### src/rtl/period_meter_pkg.sv
// Shared types and constants for the period meter and its edge-detect front end.
// Latency: n/a (declarations only).
// Backpressure: n/a.
package period_meter_pkg;

  localparam int CNT_W_DEF       = 16;
  localparam int SYNC_STAGES_DEF = 2;

  // Measurement FSM encoding: IDLE=0, ARM=1, MEAS=2.
  typedef enum logic [1:0] {
    ST_IDLE = 2'd0,
    ST_ARM  = 2'd1,
    ST_MEAS = 2'd2
  } state_t;

  // All-ones value for a counter of width w (saturation / timeout threshold).
  function automatic logic [31:0] cnt_max(input int w);
    cnt_max = (w >= 32) ? 32'hFFFF_FFFF : ((32'd1 << w) - 32'd1);
  endfunction

endpackage

### src/rtl/sync_edge_det.sv
// Synchronizes an asynchronous 1-bit level and flags its rising edges.
// Latency: s_o follows SIG_i after SYNC_STAGES edges; rise_o is combinational from s_o and one history flop.
// Backpressure: none, free-running every cycle.
module sync_edge_det #(
  parameter int SYNC_STAGES = 2
) (
  input  logic CLK_i,
  input  logic RSTN_i,
  input  logic SIG_i,
  output logic s_o,
  output logic rise_o
);

  logic [SYNC_STAGES-1:0] sync_q;
  logic                   prev_q;

  // Shift the raw input through the synchronizer chain and keep one cycle of history.
  always_ff @(posedge CLK_i or negedge RSTN_i) begin
    if (!RSTN_i) begin
      sync_q <= '0;
      prev_q <= 1'b0;
    end else begin
      sync_q <= {sync_q[SYNC_STAGES-2:0], SIG_i};
      prev_q <= sync_q[SYNC_STAGES-1];
    end
  end

  assign s_o    = sync_q[SYNC_STAGES-1];
  assign rise_o = s_o & ~prev_q;

endmodule

### src/rtl/period_meter.sv
// Measures rising-edge-to-rising-edge period (and high time when PERIOD_METER_DUTY_EN is defined) of a slow async signal.
// Latency: VALID_o rises SYNC_STAGES+1 cycles after the edge is first sampled; TIMEOUT_o when the counter saturates.
// Backpressure: none; VALID_o/TIMEOUT_o are one-cycle strobes, results hold until the next measurement.
module period_meter
  import period_meter_pkg::*;
#(
  parameter int CNT_W       = CNT_W_DEF,
  parameter int SYNC_STAGES = SYNC_STAGES_DEF
) (
  input  logic             CLK_i,
  input  logic             RSTN_i,
  input  logic             SIG_i,
  input  logic             EN_i,
  output logic [CNT_W-1:0] PERIOD_o,
  output logic [CNT_W-1:0] HIGH_o,
  output logic             VALID_o,
  output logic             TIMEOUT_o
);

  localparam logic [CNT_W-1:0] CNT_MAX = CNT_W'(cnt_max(CNT_W));

  logic             sig_s;
  logic             sig_rise;
  state_t           state_q, state_d;
  logic [CNT_W-1:0] cnt_q, cnt_d;
  logic [CNT_W-1:0] period_d;
  logic             valid_d;
  logic             timeout_d;
`ifdef PERIOD_METER_DUTY_EN
  logic [CNT_W-1:0] hcnt_q, hcnt_d;
  logic [CNT_W-1:0] high_d;
`else
  logic             unused_sig_s;
  assign unused_sig_s = sig_s;
`endif

  sync_edge_det #(.SYNC_STAGES(SYNC_STAGES)) u_sync (
    .CLK_i  (CLK_i),
    .RSTN_i (RSTN_i),
    .SIG_i  (SIG_i),
    .s_o    (sig_s),
    .rise_o (sig_rise)
  );

  // FSM state register.
  always_ff @(posedge CLK_i or negedge RSTN_i) begin
    if (!RSTN_i) state_q <= ST_IDLE;
    else         state_q <= state_d;
  end

  // Next state, counter updates and strobes; a rise on the saturating cycle still reports a period.
  always_comb begin
    state_d   = state_q;
    cnt_d     = cnt_q;
    period_d  = PERIOD_o;
    valid_d   = 1'b0;
    timeout_d = 1'b0;
`ifdef PERIOD_METER_DUTY_EN
    hcnt_d    = hcnt_q;
    high_d    = HIGH_o;
`endif
    if (!EN_i) begin
      state_d = ST_IDLE;
      cnt_d   = '0;
`ifdef PERIOD_METER_DUTY_EN
      hcnt_d  = '0;
`endif
    end else begin
      case (state_q)
        ST_IDLE: begin
          state_d = ST_ARM;
        end
        ST_ARM: begin
          // First edge only opens the window; the partial cycle before it is never reported.
          if (sig_rise) begin
            state_d = ST_MEAS;
            cnt_d   = CNT_W'(1);
`ifdef PERIOD_METER_DUTY_EN
            hcnt_d  = CNT_W'(1);
`endif
          end
        end
        ST_MEAS: begin
          if (sig_rise) begin
            period_d = cnt_q;
            valid_d  = 1'b1;
            cnt_d    = CNT_W'(1);
`ifdef PERIOD_METER_DUTY_EN
            high_d   = hcnt_q;
            hcnt_d   = CNT_W'(1);
`endif
          end else if (cnt_q == CNT_MAX) begin
            timeout_d = 1'b1;
            state_d   = ST_ARM;
            cnt_d     = '0;
`ifdef PERIOD_METER_DUTY_EN
            hcnt_d    = '0;
`endif
          end else begin
            cnt_d = cnt_q + CNT_W'(1);
`ifdef PERIOD_METER_DUTY_EN
            if (sig_s && (hcnt_q != CNT_MAX)) hcnt_d = hcnt_q + CNT_W'(1);
`endif
          end
        end
        default: begin
          state_d = ST_IDLE;
          cnt_d   = '0;
`ifdef PERIOD_METER_DUTY_EN
          hcnt_d  = '0;
`endif
        end
      endcase
    end
  end

  // Counters and registered result/strobe outputs.
  always_ff @(posedge CLK_i or negedge RSTN_i) begin
    if (!RSTN_i) begin
      cnt_q     <= '0;
      PERIOD_o  <= '0;
      VALID_o   <= 1'b0;
      TIMEOUT_o <= 1'b0;
`ifdef PERIOD_METER_DUTY_EN
      hcnt_q    <= '0;
      HIGH_o    <= '0;
`endif
    end else begin
      cnt_q     <= cnt_d;
      PERIOD_o  <= period_d;
      VALID_o   <= valid_d;
      TIMEOUT_o <= timeout_d;
`ifdef PERIOD_METER_DUTY_EN
      hcnt_q    <= hcnt_d;
      HIGH_o    <= high_d;
`endif
    end
  end

`ifndef PERIOD_METER_DUTY_EN
  assign HIGH_o = '0;
`endif

endmodule

### config.mk
export PLATFORM = sky130hd
export DESIGN_NAME = period_meter
export DESIGN_NICKNAME = d
export VERILOG_FILES = /design/src/rtl/period_meter_pkg.sv /design/src/rtl/sync_edge_det.sv /design/src/rtl/period_meter.sv
export SDC_FILE = /design/constraint.sdc
export NUM_CORES = 1
export LEC_CHECK = 0
export CORE_UTILIZATION = 40
export CTS_CLUSTER_SIZE = 16
export DETAILED_ROUTE_END_ITERATION = 10
export GPL_ROUTABILITY_DRIVEN = 0
export GPL_TIMING_DRIVEN = 0
export PLACE_DENSITY = 0.7
export RECOVER_POWER = 50
export SYNTH_ARGS = -nofsm -noshare
export SYNTH_HDL_FRONTEND = slang
export SYNTH_SLANG_ARGS = --single-unit
### constraint.sdc
create_clock -name CLK_i -period 1.7 [get_ports CLK_i]
set_input_delay 0.17 -clock CLK_i [delete_from_list [all_inputs] [get_ports CLK_i]]
set_output_delay 0.17 -clock CLK_i [all_outputs]
set_load 0.02 [all_outputs]
**Word-level counts from Yosys, hierarchy flattened**

Index checks and enable logic that the tools add are counted.

- Output and inout bits: 34
- Register bits: 39

- Bitwise gates (word level): 2
- Equal/unequal tests: 7
- Muxes and demuxes: 17
- Reductions and logical operators: 4
- Add/subtract/negate cells: 1

Operator list:

| operator | count |
|---|---|
| 16-bit 2-to-1 mux | 4 |
| 16-bit case mux with 3 select lines | 1 |
| 16-bit by 1-bit adder with 16-bit output (second input constant) | 1 |
| 16-bit equality test (second input constant) | 1 |
| 3-bit inequality test (second input constant) | 3 |
| 2-bit 2-to-1 mux | 4 |
| 1-bit 2-to-1 mux | 7 |
| 2-bit case mux with 3 select lines | 1 |
| 3-bit AND reduction | 2 |
| 2-bit by 1-bit equality test with 1-bit output (second input constant) | 1 |
| 2-bit equality test (second input constant) | 1 |
| 2-bit zero test | 1 |
| 2-bit inequality test (second input constant) | 1 |
| 2-bit AND reduction | 1 |
| 1-bit AND | 1 |
| 1-bit inverter | 1 |

**Depth between registers and ports, before layout**

Gate-level depths: netlist of run 1.

- Depth after elaboration: 5
- Depth in mapped cells: 8

**Cells and area by module**

From an unflattened synthesis of run 1, not the netlist that was laid out.

- Cell total of the unflattened synthesis: 196
- Area total of the unflattened synthesis: 2149.6 um2

By module, submodules not included:

| module | area an instance (um2) | instances | cells each |
|---|---|---|---|
| period_meter | 2060.7 | 1 | 192 |
| sync_edge_det | 88.8 | 1 | 4 |

**Least setup slack after synthesis of run 1**

Ideal clock, no wire load.

- Kind: register -> register
- Start: register state_q[1]
- End: register cnt_q[6]
- Path slack: -0.025 ns
- Stages on the path, launching flop included: 9
- Data required time: 1.581 ns
- Setup time: 0.119 ns
- Path buffers: 1
- Arrival time: 1.606 ns
- Path through: dfrtp_1 -> inv_1 -> ha_1 -> and2_4 -> buf_6 -> a22o_4 -> or3_1 -> xor2_1 -> nor2_2

- Longest elaborated chain between the ends: 3
- Elaborated cells between the ends (all ways): 8

RTL lines:

| what | line | text |
|---|---|---|
| start: declaration | period_meter.sv:24 | `state_t state_q, state_d;` |
| start signal: assignment | period_meter.sv:48 | `else state_q <= state_d;` |
| 2-bit equality test, or another cell as far along | period_meter.sv:69 | `case (state_q)` |
| 16-bit case mux with 3 select lines, or another cell as far along | period_meter.sv:69 |  |
| 16-bit 2-to-1 mux or 2-bit AND reduction (tied branches) | n/a |  |
| end signal: assignment | period_meter.sv:129 | `cnt_q <= cnt_d;` |
| end: declaration | period_meter.sv:25 | `logic [CNT_W-1:0] cnt_q, cnt_d;` |

Several ways; a longest one is shown, not always the timed one.
A chain may end at the register's enable or synchronous reset.

**Final worst setup path of run 1**

- Start: register state_q[0]
- End: register cnt_q[9]

The elaborated chain is that of the path after synthesis.

==> flow_summary.ini, run 1 <==
[finish]
final_cell_area_um2 = 2600
fin_nets = 235
syn2layout_area_growth_pct = 33.4
drive_gt1_share_pct = 34.8
multiInputGateArea_um2 = 956
fill_cells = 404
seq_area_um2 = 980
n_antenna_cell = 0
final_common_cell = dfrtp_1
mostFrequentLayoutCells = 36 x dfrtp_1, 28 x buf_4, 18 x clkdlybuf4s50_1

[critical_path]
start_kind = register
r2r_start = state_q[0]$_DFFE_PN0P_
path_class = reg -> reg
ff2ff_setup_slack_ns = -0.02
endpoint_kind = register
path_max_fanout = 5
crit_arrival_ns = 1.90
crit_required_ns = 1.88
max_stage_delay_ns = 0.46
crit_slowest_cell = dfrtp_2
critPathLaunch = state_q[0]$_DFFE_PN0P_
crit_chain = ha_4 -> and2_4 -> a221oi_4 -> buf_4 -> nand4_1 -> xor2_1 -> nor2_1

[synthesis]
synth_top_family_by_area = simple AND/OR/NAND/NOR gates
postSynthCellCount = 174
yosysWarningCount = 0
synth_edf_count = 0
synth_fa_ha_area_share_pct = 3.21
synth_compound_area_share_pct = 7.18
synth_seq_cells = 39
yosys.cell_types.count = 35
async_flop_share_pct = 100
synth_seq_area_share_pct = 50.0
synth_area_per_cell_um2 = 11.2
synth_flop_cell = dfrtp_1
synthSimpleGateAreaFrac_pct = 15.2
syn_area_um2 = 1950
synth_mux_area_share_pct = 9.23
synthXorXnorAreaFrac_pct = 5.83

[floorplanning]
pin_count = 38
dieArea_um2 = 5160
dieWidth_um = 71.9
core-area_um2 = 4720
std_cell_rows = 25
die_h_um = 71.9
initial_core_util_pct = 41.3

[global_route]
grt_pass1_vias = 1319
grt_usage_pct = 15.2
antenna_found_initial = 0
use_met2_pct = 24.8
grt_max_degree = 40
grt_overflow_total = 0
busiest_layer = met2
grt_util_met3_pct = 3.38
grt_first_pass_wirelength_um = 5970
grt_util_met1_pct = 19.2

[sta]
finalSetupViolations = 1
finalClockSkew_ns = 0.00181
drv_slew = 0
worst_slew_pin_slew_ns = 0.950
min_period_over_period_pct = 101
period_needed_ns = 1.72
hold_viol = 0
setup_ws_ns = -0.0180
fin_hold_ws_ns = 0.0165
rsz0062_at_grt = yes
clock.fmax_mhz = 582
slew_headroom_pct = 36.7

[clock_network]
ctsLongestPathBuffers = 2
cts-root-buf = clkbuf_8
clk_latency_ns = 0.29
cts_tree = built
htree_levels = 2
numCtsBuffers = 5
cts_sinks = 39
cts-hold-fix-buffers = 0
path_clk_slew_ns = 0.07

[placement]
io_buffer_count = 20
pre_cts_ws_ns = -0.195
placed_cell_area_um2 = 2290
hpwl_um = 2310

[run_status]
outcome = finished, violations left
violations = design-rule violations, negative setup slack

[power]
p_leak_uw = 0.00121
total_power_uw = 2460
max-vdd-ir-drop_mv = 0.490
cellPowerDensity_nw_per_um2 = 945

[detailed_routing]
drt-total-wl_um = 3640
drc = 2
ant_nets = 0
first_pass_iters = 7
wl_per_cell_um = 12.4
dr_total_vias = 1385
drt_iter0_markers = 65
viasPerCell = 4.71

[min_path]
min_path_type = in -> async

[flow_run]
maxCapViolations = 0
-- synth_stat cells, types with 2 or more instances --
cell type / n / area share [%]
inv_1: 5 / 0.96
o21ai_0: 3 / 0.77
nand3_1: 7 / 1.8
xor2_1: 11 / 4.9
mux2_2: 16 / 9.2
and2_1: 2 / 0.64
buf_2: 2 / 0.51
and4_1: 2 / 0.90
nor2b_1: 2 / 0.64
nand2_1: 9 / 1.7
nand4_1: 8 / 2.6
buf_4: 17 / 6.5
nor2_2: 2 / 0.64
and3_1: 3 / 0.96
dfrtp_1: 39 / 50
ha_1: 5 / 3.2
xnor2_1: 2 / 0.90
nor3_1: 2 / 0.51
nor2_1: 16 / 3.1
buf_6: 2 / 1.2
a31oi_1: 2 / 0.64
a21oi_1: 4 / 1.0
-- cells by family (layout without fill, tap and decap cells) --
group                      Yosys count  count (layout)
xor gates and xnor gates            13              13
buffers and inverters               26              64
muxes                               16              16
AOI/OAI and AO/OA                   17              17
DFF                                 39              39
adders and majority gates            5               5
other                                1              16
and+or+nand+nor                     57              57
-- worst max-delay path, delay by kind of cell (launching register included) --
family / cells / cell delay (ns)
simple gates: 3 / 0.34
buf+inv: 1 / 0.18
xor+xnor: 1 / 0.16
compound gates: 1 / 0.31
fa+ha+maj: 1 / 0.17
flops: 1 / 0.46
-- registers in the layout, indices dropped and copies added, names as in the netlist --
signal,cells
PERIOD_o,16
TIMEOUT_o,1
VALID_o,1
cnt_q,16
state_q,2
u_sync.prev_q,1
u_sync.sync_q,2
-- per-stage QoR --
step                      instances  TNS (ns)  util, %
after detailed placement        276     -4.02     48.4
after global placement          276    -20.67     48.5
after CTS                       289         0     53.0
after floorplan                 189   -0.0249        -
after global routing            294    -0.350     55.1
final                           294   -0.0180     55.1
-- where the power goes --
part | total, uW | leakage (uW) | internal, uW | switching [uW]
sequential | 988 | 0.000532 | 956 | 32.6
clock | 900 | 0.0000654 | 586 | 313
combinational | 573 | 0.000614 | 258 | 315
total | 2460 | 0.00121 | 1800 | 661
-- layer usage --
layer | vias up | wire length [um]
li1 | 673 | -
met2 | 37 | 1750
met1 | 671 | 1700
met4 | 0 | 46
met3 | 4 | 146
met5 | - | 0
-- timing repair --
item	CTS	global route
setup buffers	6	5
gates resized for setup	11	15
gates cloned	0	0
setup endpoints to repair	25	22
pin swaps	4	5
-- path summary, 6_finish.rpt --
path,to,cells after the start
max,cnt_q[9]$_DFFE_PN0P_,7
min,u_sync.prev_q$_DFF_PN0_,1
max reg2reg,cnt_q[9]$_DFFE_PN0P_,7
min reg2reg,u_sync.sync_q[1]$_DFF_PN0_,0
max in group asynchronous,cnt_q[4]$_DFFE_PN0P_,1
min in group CLK_i,state_q[0]$_DFFE_PN0P_,3
-- cell type report --
class	instances	share of cell area [%]
flip-flops and latches	39	37.6
well taps	67	3.22
repair buffers	31	10.7
clock buffers	6	2.79
inverters	5	0.721
multi-input cells	124	36.7
plain buffers	20	5.96
clock inverters	2	2.31
Note: power is estimated with default switching activity, not from simulation.
==> run 2: changes to the inputs <==
--- a/config.mk
+++ b/config.mk
@@ -10,7 +10,7 @@
 export DETAILED_ROUTE_END_ITERATION = 10
 export GPL_ROUTABILITY_DRIVEN = 0
 export GPL_TIMING_DRIVEN = 0
-export PLACE_DENSITY = 0.7
+export PLACE_DENSITY = 0.63
 export RECOVER_POWER = 50
 export SYNTH_ARGS = -nofsm -noshare
 export SYNTH_HDL_FRONTEND = slang
==> flow_summary.ini, run 2 (synthesis gave the netlist of run 1 again) <==
[critical_path]
max_stage_delay_ns = 0.42
start_kind = register
crit_slowest_cell = dfrtp_1
crit_arrival_ns = 1.90
critPathTopFamily = simple AND/OR/NAND/NOR gates
timing.rr.end = cnt_q[6]$_DFFE_PN0P_
crit_chain = ha_2 -> and2_4 -> a22o_4 -> or3_4 -> xor2_2 -> nor2_2
ff2ff_setup_slack_ns = 0.02
endpoint_kind = register
path_class = reg -> reg
r2r_start = state_q[0]$_DFFE_PN0P_
crit_required_ns = 1.92
path_buf_inv = 0
r2r_cells = 6
path_max_fanout = 6

[sta]
slew_headroom_pct = 38.1
clock.fmax_mhz = 596
setup_ws_ns = 0.0213
min_period_over_period_pct = 98.7
period_needed_ns = 1.68
drv_slew = 0
worst_slew_pin_slew_ns = 0.928
finalClockSkew_ns = 0.00540
fin_tns_setup_ns = 0
hold_viol = 0
fin_hold_ws_ns = 0.000684
finalSetupViolations = 0
rsz0062_at_grt = yes

[finish]
syn2layout_area_growth_pct = 30.3
biggestRegsByFlops = PERIOD_o x16, cnt_q x16
fin_nets = 233
fin_util_pct = 53.8
final_common_cell = dfrtp_1
fin_cells = 292
n_antenna_cell = 0
drive_gt1_share_pct = 32.9
mostFrequentLayoutCells = 36 x dfrtp_1, 25 x buf_4, 18 x clkdlybuf4s50_1

[run_status]
outcome = finished, final reports clean

[detailed_routing]
first_pass_iters = 4
drt-total-wl_um = 3540
viasPerCell = 4.74
drc = 0
wl_per_cell_um = 12.1
drt_iter0_markers = 41
ant_nets = 0
dr_total_vias = 1383

[floorplanning]
die_h_um = 71.9
dieWidth_um = 71.9
dieArea_um2 = 5160
initial_core_util_pct = 41.3
pin_count = 38
std_cell_rows = 25
core-area_um2 = 4720

[clock_network]
htree_levels = 2
path_clk_slew_ns = 0.08
cts-root-buf = clkbuf_8
cts_sinks = 39
clk_latency_ns = 0.29
cts-hold-fix-buffers = 0
cts_tree = built
numCtsBuffers = 5
ctsLongestPathBuffers = 2

[placement]
io_buffer_count = 20
dp.cells = 276
hpwl_um = 2340
pre_cts_ws_ns = -0.231

[global_route]
grt_max_degree = 40
grt_usage_pct = 15.0
grt_pass1_vias = 1204
grt_overflow_total = 0
grt_first_pass_wirelength_um = 5800
antenna_found_initial = 0

[flow_run]
maxCapViolations = 0

[power]
cellPowerDensity_nw_per_um2 = 894
p_leak_uw = 0.00119
max-vdd-ir-drop_mv = 0.395

[min_path]
min_path_type = in -> async
run 2: area by class of cell:
class                           instances  area [um2]
Inverter                                5        18.8
Clock buffer                            6        82.6
Sequential cell                        39         980
Buffer                                 20         155
Multi-Input combinational cell        124         921
Tap cell                               67        83.8
Fill cell                             424        2180
Timing Repair Buffer                   29         267
Clock inverter                          2        35.0
run 2: where the power goes:
group	switching (uW)	internal (uW)
logic	290	205
clock network	327	475
registers	23.1	953
run 2: through the flow:
stage / cell area [um2] / total power [uW]
after detailed placement: 2290 / 1400
after global routing: 2540 / 2370
after floorplan: 2010 / 1310
after CTS: 2470 / 2250
after global placement: 2290 / 1400
final: 2540 / 2270
run 2: per-layer routing:
| metal | part of all wire [%] | vias up | GRT usage (%) | routed length, um |
|---|---|---|---|---|
| li1 | - | 668 | - | - |
| met1 | 49 | 665 | 21.5 | 1750 |
| met2 | 44 | 43 | 21.0 | 1570 |
| met3 | 4.7 | 7 | 4.78 | 165 |
| met4 | 1.6 | 0 | 5.88 | 55 |
| met5 | 0 | - | 0 | 0 |
run 2: worst max-delay path by stage:
stage	startpoint	end	slack, ns	depth (start not counted)
5_1_grt	cnt_q[0]$_DFFE_PN0P_	state_q[0]$_DFFE_PN0P_	-0.06	6
4_1_cts	state_q[0]$_DFFE_PN0P_	PERIOD_o[11]$_DFFE_PN0P_	-0.0006	5
6_report	state_q[0]$_DFFE_PN0P_	cnt_q[6]$_DFFE_PN0P_	0.02	6
3_3_place_gp	RSTN_i	u_sync.sync_q[0]$_DFF_PN0_	-0.55	1
3_5_place_dp	state_q[0]$_DFFE_PN0P_	PERIOD_o[11]$_DFFE_PN0P_	-0.23	5
2_1_floorplan	state_q[1]$_DFFE_PN0P_	cnt_q[6]$_DFFE_PN0P_	-0.02	8
run 2: timing repair:
action / 4_1_cts / 5_1_grt
resized for setup: 10 / 10
cloned: 0 / 0
setup buffers: 5 / 4
endpoints found under the setup margin: 26 / 26
hold endpoints to repair: 0 / 0
pin swaps: 5 / 4
run 2: worst register-to-register path: stages, from the launching register on:
cell     delay, ns
dfrtp_1       0.42
ha_2          0.19
and2_4        0.19
a22o_4        0.25
or3_4         0.34
xor2_2        0.15
nor2_2        0.08
==> run 3: changes to the inputs <==
--- a/config.mk
+++ b/config.mk
@@ -6,6 +6,7 @@
 export NUM_CORES = 1
 export LEC_CHECK = 0
 export CORE_UTILIZATION = 40
+export CTS_CLUSTER_DIAMETER = 40
 export CTS_CLUSTER_SIZE = 16
 export DETAILED_ROUTE_END_ITERATION = 10
 export GPL_ROUTABILITY_DRIVEN = 0
==> results of run 3 <==
The final DEF is identical to that of run 2; final timing and power are the same.
==> edit, RTL diff (config.mk and constraints of run 2) <==
Make the reset (`RSTN_i`) synchronous in 3 clocked blocks. Comments in the files are not updated.
--- a/src/rtl/sync_edge_det.sv
+++ b/src/rtl/sync_edge_det.sv
@@ -15,7 +15,7 @@
   logic                   prev_q;
 
   // Shift the raw input through the synchronizer chain and keep one cycle of history.
-  always_ff @(posedge CLK_i or negedge RSTN_i) begin
+  always_ff @(posedge CLK_i) begin
     if (!RSTN_i) begin
       sync_q <= '0;
       prev_q <= 1'b0;
--- a/src/rtl/period_meter.sv
+++ b/src/rtl/period_meter.sv
@@ -43,7 +43,7 @@
   );
 
   // FSM state register.
-  always_ff @(posedge CLK_i or negedge RSTN_i) begin
+  always_ff @(posedge CLK_i) begin
     if (!RSTN_i) state_q <= ST_IDLE;
     else         state_q <= state_d;
   end
@@ -115,7 +115,7 @@
   end
 
   // Counters and registered result/strobe outputs.
-  always_ff @(posedge CLK_i or negedge RSTN_i) begin
+  always_ff @(posedge CLK_i) begin
     if (!RSTN_i) begin
       cnt_q     <= '0;
       PERIOD_o  <= '0;
Function: differs if RSTN_i is asserted again (counterexample within 10 cycles, from zero or initial values and one cycle with RSTN_i low); with RSTN_i held inactive, the same outputs for 10 cycles.
==> edit against run 2 <==
The run now ends with negative setup slack left; non-clock buffer count grew 10; via count increased by 27%; worst setup slack got worse by 0.022 ns; critical path depth unchanged; sequential share of layout area down 8.7 points; wire length rose by 27%; area after synthesis is 0.64% higher; cell area rose by 4.2%; sequential cell count unchanged; global-route usage increased by 3.0 points; die area is 0.63% higher.
Power is not compared: it rests on default switching activity, and its combinational part moved more than twofold at a synthesized area within 25%.
==> edit: results <==
[outcome]
status = complete, but fails checks
violations = negative setup slack

[finish]
largest_class = multi-input gates
clkCellAreaFrac_pct = 3.07
seq_share_pct = 29.9
nClkBuffers = 7
final_nets = 305
nMultiInputCombCells = 186
buffers = 59
fillers = 444
final_cells = 364
layout-drive-gt1-share_pct = 23.6
nonClkBufAreaFrac_pct = 18.8
multi_input_area_share_pct = 44.4

[setup_path]
reg2regPathDepth = 6
crit_slowest_cell = or4b_1
crit_fanout = 7
cp-endpoint = cnt_q[11]
max_stage_delay_ns = 0.48
r2r-start = state_q[1]
arrival_ns = 1.93

[placed_design]
dpl.cell_count = 345
dp_hpwl_um = 2940

[timing]
fin_worst_skew_ns = 0.00428
relSlewSlack_pct = 66.3
finalMaxSlewViolations = 0
setup_tns_ns = -0.000631
setup_viol = 1
fin_ws_ns = -0.000631

[global_route]
met3_usage_pct = 3.75
track_usage_pct = 18.0
met1_usage_pct = 24.3
grt_max_degree = 18
grt_pass1_wl_um = 7250

[power]
powerSeq_w = 0.000918

[yosys]
ys_top_cells_by_area = dfxtp_1, nand2_1, a21boi_0
synth_commonest_cells = nand2_1, dfxtp_1, nor2_1
async_flop_share_pct = 0
ys_seq_area_share_pct = 39.7
synth.distinct_cells = 41
netlist_instances = 242

[clock_network]
post_cts_resized = 17
cts_setup_buffers = 3

[detailed_routing]
wl_met2_um = 2130
wl_per_cell_um = 12.3
wl_met3_um = 178
via_count = 1756

[min_path]
min_path_type = flip-flop to flip-flop
[edit: through the flow]
| step | setup slack, ns | cell area [sq um] |
|---|---|---|
| floorplan | 0.0175 | 2020 |
| global placement | -0.298 | 2320 |
| detailed placement | -0.301 | 2320 |
| CTS | 0.00288 | 2470 |
| global route | -0.0939 | 2650 |
| finish | -0.000631 | 2650 |
[edit: cells by family after synthesis]
family,synth area share (%)
other,0.191
DFF,39.7
and+or+nand+nor,28.5
xor gates and xnor gates,1.34
adders and majority gates,3.18
muxes,0.510
AOI/OAI and AO/OA,16.8
buffers and inverters,9.75
[edit: how the worst min path moves through the flow]
stage / to / slack (ns) / depth (start not counted)
floorplan: u_sync.sync_q[0] / 0.30 / 1
global placement: u_sync.sync_q[1] / 0.42 / 1
detailed placement: u_sync.sync_q[1] / 0.43 / 1
CTS: u_sync.sync_q[1] / 0.44 / 1
global route: u_sync.sync_q[0] / 0.46 / 2
finish: u_sync.sync_q[1] / 0.45 / 1
